[src/rtl/mux_dm_pkg.sv]
// Shared types and constants for the writeback-select multiplexer.
package mux_dm_pkg;

  localparam int unsigned DEFAULT_WIDTH = 32;
  localparam int unsigned SEL_W         = 2;

  // Writeback source select; SEL_ZERO is reserved but legal (drives zero).
  typedef enum logic [SEL_W-1:0] {
    SEL_C    = 2'b00,
    SEL_B    = 2'b01,
    SEL_A    = 2'b10,
    SEL_ZERO = 2'b11
  } wb_sel_t;

endpackage : mux_dm_pkg

[src/rtl/mux_dm_core.sv]
// Purely combinational 4:1 writeback select.
// Ports:
//   a, b, c : WIDTH-bit sources (A <- 2'b10, B <- 2'b01, C <- 2'b00)
//   sel     : source select; 2'b11 yields all-zeros
//   y       : selected value
module mux_dm_core
  import mux_dm_pkg::*;
#(
  parameter int unsigned WIDTH = DEFAULT_WIDTH
) (
  input  logic [WIDTH-1:0] a,
  input  logic [WIDTH-1:0] b,
  input  logic [WIDTH-1:0] c,
  input  wb_sel_t          sel,
  output logic [WIDTH-1:0] y
);

  // Bitwise select, no conversion of the chosen source.
  always_comb begin
    y = '0;
    case (sel)
      SEL_C:    y = c;
      SEL_B:    y = b;
      SEL_A:    y = a;
      SEL_ZERO: y = '0;
      default:  y = '0;
    endcase
  end

endmodule : mux_dm_core

[src/rtl/mux_dm.sv]
// Writeback-select multiplexer feeding the register-file write port.
// Ports:
//   clk, rst   : rising-edge clock, synchronous active-high reset
//   in_valid   : qualifies a, b, c, sel this cycle
//   a, b, c    : WIDTH-bit sources
//   sel        : 2-bit source select (2'b11 reserved -> zero, flagged)
//   err_clr    : clears sel_err (a simultaneous set wins)
//   result     : selected value (registered when REGISTERED=1)
//   out_valid  : result is valid (registered when REGISTERED=1)
//   sel_err    : sticky flag, reserved select accepted; always registered
module mux_dm
  import mux_dm_pkg::*;
#(
  parameter int unsigned WIDTH      = DEFAULT_WIDTH,
  parameter bit          REGISTERED = 1'b1
) (
  input  logic             clk,
  input  logic             rst,
  input  logic             in_valid,
  input  logic [WIDTH-1:0] a,
  input  logic [WIDTH-1:0] b,
  input  logic [WIDTH-1:0] c,
  input  logic [SEL_W-1:0] sel,
  input  logic             err_clr,
  output logic [WIDTH-1:0] result,
  output logic             out_valid,
  output logic             sel_err
);

  logic [WIDTH-1:0] mux_y;

  mux_dm_core #(
    .WIDTH (WIDTH)
  ) u_core (
    .a   (a),
    .b   (b),
    .c   (c),
    .sel (wb_sel_t'(sel)),
    .y   (mux_y)
  );

  generate
    if (REGISTERED) begin : g_reg
      // One pipeline stage; result holds across invalid cycles.
      always_ff @(posedge clk) begin
        if (rst) begin
          result    <= '0;
          out_valid <= 1'b0;
        end else begin
          out_valid <= in_valid;
          if (in_valid) begin
            result <= mux_y;
          end
        end
      end
    end else begin : g_comb
      assign result    = mux_y;
      assign out_valid = in_valid;
    end
  endgenerate

  // Sticky reserved-select flag; set has priority over clear.
  always_ff @(posedge clk) begin
    if (rst) begin
      sel_err <= 1'b0;
    end else if (in_valid && (wb_sel_t'(sel) == SEL_ZERO)) begin
      sel_err <= 1'b1;
    end else if (err_clr) begin
      sel_err <= 1'b0;
    end
  end

endmodule : mux_dm

[config.mk]
export PLATFORM = sky130hd
export DESIGN_NAME = mux_dm
export DESIGN_NICKNAME = d
export VERILOG_FILES = /design/src/rtl/mux_dm_pkg.sv /design/src/rtl/mux_dm_core.sv /design/src/rtl/mux_dm.sv
export SDC_FILE = /design/constraint.sdc
export NUM_CORES = 1
export LEC_CHECK = 0
export CORE_MARGIN = 2
export CORE_UTILIZATION = 30
export CTS_BUF_LIST = sky130_fd_sc_hd__clkbuf_8 sky130_fd_sc_hd__clkbuf_16
export DETAILED_ROUTE_END_ITERATION = 10
export HOLD_SLACK_MARGIN = 0.05
export PLACE_DENSITY = 0.68
export SETUP_SLACK_MARGIN = 0.05
export SLEW_MARGIN = 5
export SYNTH_ARGS = -nofsm -noshare
export SYNTH_HDL_FRONTEND = slang
export SYNTH_SLANG_ARGS = --single-unit
[constraint.sdc]
create_clock -name clk -period 1.4 [get_ports clk]
set_clock_uncertainty 0.1 [all_clocks]
set_input_delay 0.28 -clock clk [delete_from_list [all_inputs] [get_ports clk]]
set_output_delay 0.28 -clock clk [all_outputs]
set_load 0.02 [all_outputs]
==> impl_metrics.tcl <==
set metrics [dict create \
    final_period_minus_worst_setup_slack_ns 1.32 \
    hold_viol 0 \
    fp.coreArea_um2 6790 \
    syn-cell-area_um2 2110 \
    worstPathBufferInverterCount 1 \
    postCtsSetupBuffers 0 \
    sequential_fraction_of_the_synthesis_area 0.323 \
    synthTopCellsByArea "sky130_fd_sc_hd__dfxtp_1 (32%), sky130_fd_sc_hd__a311oi_2 (21%), sky130_fd_sc_hd__mux2i_1 (15%), sky130_fd_sc_hd__or2_0 (8.6%), sky130_fd_sc_hd__nand2_1 (5.7%)" \
    worstSetupStartpointType "flip-flop" \
    dp_worst_setup_slack_ns -0.405 \
    starting_density_of_the_core 0.310 \
    fill_cells 685 \
    final-setup-viol-count 0 \
    worst_setup_path_end_kind "output pin" \
    first_pass_iters 4 \
    layout-drive-gt1-share 0.179 \
    global_routing_met3_resource_utilization 0.0443 \
    timing_worst_setup_path_type "flip-flop to output pin" \
    final_max_slew_viol_count 0 \
    timing.critical_path.fanout_max 2 \
    crit_path_max_incr_delay_ns 0.33 \
    areaGrowthSynthToFinish_pct 70.4 \
    cts_num_sinks 34 \
    design.final.nets 455 \
    p_per_area_nw_per_um2 734 \
    cp.required_ns 1.02 \
    fp-row-count 30 \
    yosys.area.top_type "sky130_fd_sc_hd__dfxtp_1" \
    tritoncts.num_buffers 5 \
    hold_start "rst" \
    maximum_number_of_pins_on_one_net_before_global_route_repair 38 \
    max-vdd-ir-drop_v 0.000290 \
    dpl.hpwl_um 4580 \
    netlist.area_leader.share 0.323 \
    syn_avg_cell_area_um2 9.54 \
    rr_startpoint "result[27]" \
    ios 136 \
    clk_pin_slew_worst_paths_ns 0.06 \
    yosys_warnings 0 \
    min-delay-path-class "input port to flip-flop" \
    timing.critical_path.slowest_stage_cell "sky130_fd_sc_hd__dfxtp_1" \
    avgViaCountPerCell 4.60 \
    dpl_cell_area_um2 3530 \
    htreeDepth 2 \
    finalCritPeriodShare 0.940 \
    critical_path_arrival_ns 0.94 \
    grt_first_pass_wirelength_um 9370 \
    synth.lib_cells_used.distinct 16 \
    drv_cap 0 \
    mappedNetlistNets 323 \
    cts-root-to-sink-buffers 2 \
    ys_seq_elements 34 \
    gr-usage-met2 0.278 \
    finish.utilization 0.529 \
    timing.critical_path.from "result[13]" \
    multi_input_area_um2 1260 \
    drc 0 \
    wirelength_um 6110 \
    place_congestion 0.696 \
    worstSkewPairLatency_ns 0.27 \
    hold_buffers 0 \
    status "finished clean" \
    worstPathCellList "dlygate4sd2_1" \
    drt_first_iter_violations 35 \
    gr-max-usage-layer "met2" \
    timing.max_slew.rel_slack 0.841 \
    first_global_vias 2050 \
    diodes 0 \
    die_h_um 87.8 \
    grt_antenna_before_repair 0 \
    report.power.total_w 0.00264 \
    numPortBuffers 135 \
    fin_ws_ns 0.0843 \
    overflow 0 \
    static-leakage-power_nw 1.37 \
    seq_area_um2 681 \
    layout_cell_area_excl_fill_um2 3590 \
    grt_use_total 0.157 \
    globalRouteMet1Util 0.181 \
    die_w_um 87.8 \
    grt_setup_unrepaired "true" \
    root_buffer "sky130_fd_sc_hd__clkbuf_8" \
    worst_slew_pin_slew_ns 0.238 \
    drtAntennaViolNets 0 \
    wl_per_cell_um 13.6 \
    overall_via_count_from_detail_route 2062 \
    cpLargestDelayFamily "flip-flops" \
    floorplan.die_area_um2 7710 \
    synth_cells 221 \
    hold-worst-slack_ns 0.354 \
    cts_tree "yes" \
    clock.fmax_mhz 760 \
]
==> Yosys cell counts <==
library cell	n
sky130_fd_sc_hd__nor2b_1	2
sky130_fd_sc_hd__a21oi_1	1
sky130_fd_sc_hd__buf_12	3
sky130_fd_sc_hd__nand3_1	1
sky130_fd_sc_hd__dfxtp_1	34
sky130_fd_sc_hd__clkbuf_1	8
sky130_fd_sc_hd__nand2_1	32
sky130_fd_sc_hd__a311oi_2	30
sky130_fd_sc_hd__mux2i_1	32
sky130_fd_sc_hd__or2_2	3
sky130_fd_sc_hd__buf_2	7
sky130_fd_sc_hd__nor2_1	32
sky130_fd_sc_hd__or2_0	29
sky130_fd_sc_hd__nand2b_1	1
sky130_fd_sc_hd__a311oi_1	2
sky130_fd_sc_hd__buf_6	4
==> metrics by stage <==
stage               setup TNS [ns]  instances
finish                           0        448
global route                     0        448
CTS                              0        448
detailed placement          -10.59        440
global placement             -8.84        440
floorplan                        0        221
==> area by class of cell <==
cell class                      count  share of cell area
Clock buffer                        6              0.0230
Sequential cell                    34               0.189
Tap cell                           96              0.0334
Multi-Input combinational cell    165               0.352
Timing Repair Buffer              147               0.402
==> cell families (layout without fill, tap and decap cells) <==
kind of cell / count (synthesis) / after routing / share of synthesized area
AND/OR/NAND/NOR: 100 / 100 / 0.220
flip-flops: 34 / 34 / 0.323
AO/OA/AOI/OAI: 33 / 33 / 0.224
multiplexers: 32 / 32 / 0.152
buffers and inverters: 22 / 153 / 0.0807
==> power breakdown <==
group	internal (W)	switching [W]	leakage [nW]
combinational	0.000495	0.000369	1.04
clock	0.000379	0.000324	0.0431
sequential	0.00104	0.0000334	0.282
total	0.00191	0.000726	1.37
==> layout by cell type (no fill, tap or decap) <==
cell type and n:
sky130_fd_sc_hd__a21oi_1 1, sky130_fd_sc_hd__a311oi_1 2, sky130_fd_sc_hd__a311oi_2 30, sky130_fd_sc_hd__buf_12 5, sky130_fd_sc_hd__buf_2 5, sky130_fd_sc_hd__buf_4 4
sky130_fd_sc_hd__buf_6 1, sky130_fd_sc_hd__clkbuf_2 8, sky130_fd_sc_hd__clkbuf_8 6, sky130_fd_sc_hd__clkdlybuf4s15_1 24, sky130_fd_sc_hd__clkdlybuf4s50_1 97, sky130_fd_sc_hd__dfxtp_1 34
sky130_fd_sc_hd__dlygate4sd2_1 3, sky130_fd_sc_hd__mux2i_1 32, sky130_fd_sc_hd__nand2_1 32, sky130_fd_sc_hd__nand2b_1 1, sky130_fd_sc_hd__nand3_1 1, sky130_fd_sc_hd__nor2_1 32
sky130_fd_sc_hd__nor2b_1 1, sky130_fd_sc_hd__nor2b_4 1, sky130_fd_sc_hd__or2_0 29, sky130_fd_sc_hd__or2_2 3
==> timing repair <==
item,CTS,global route
pin swaps,0,0
gates cloned,2,0
resized for setup,38,39
setup endpoints to repair,66,32
==> path summary, 6_finish.rpt <==
| kind | end | slack [ns] | depth (start not counted) |
|---|---|---|---|
| max | result[13] | 0.08 | 1 |
| max reg2reg | result[27] | 0.57 | 2 |
| min | result[11] | 0.35 | 3 |
| min reg2reg | sel_err | 0.38 | 2 |
==> sequential cells by signal (all words and copies together), names as in the netlist <==
register	flops
out_valid	1
sel_err	1
result	32
==> metal layers <==
metal | up-vias | wire, um
met5 | - | 0
met1 | 944 | 2590
met3 | 6 | 386
met4 | 0 | 63
met2 | 77 | 3080
li1 | 1035 | -
No activity file was read; power rests on OpenSTA's default activity.
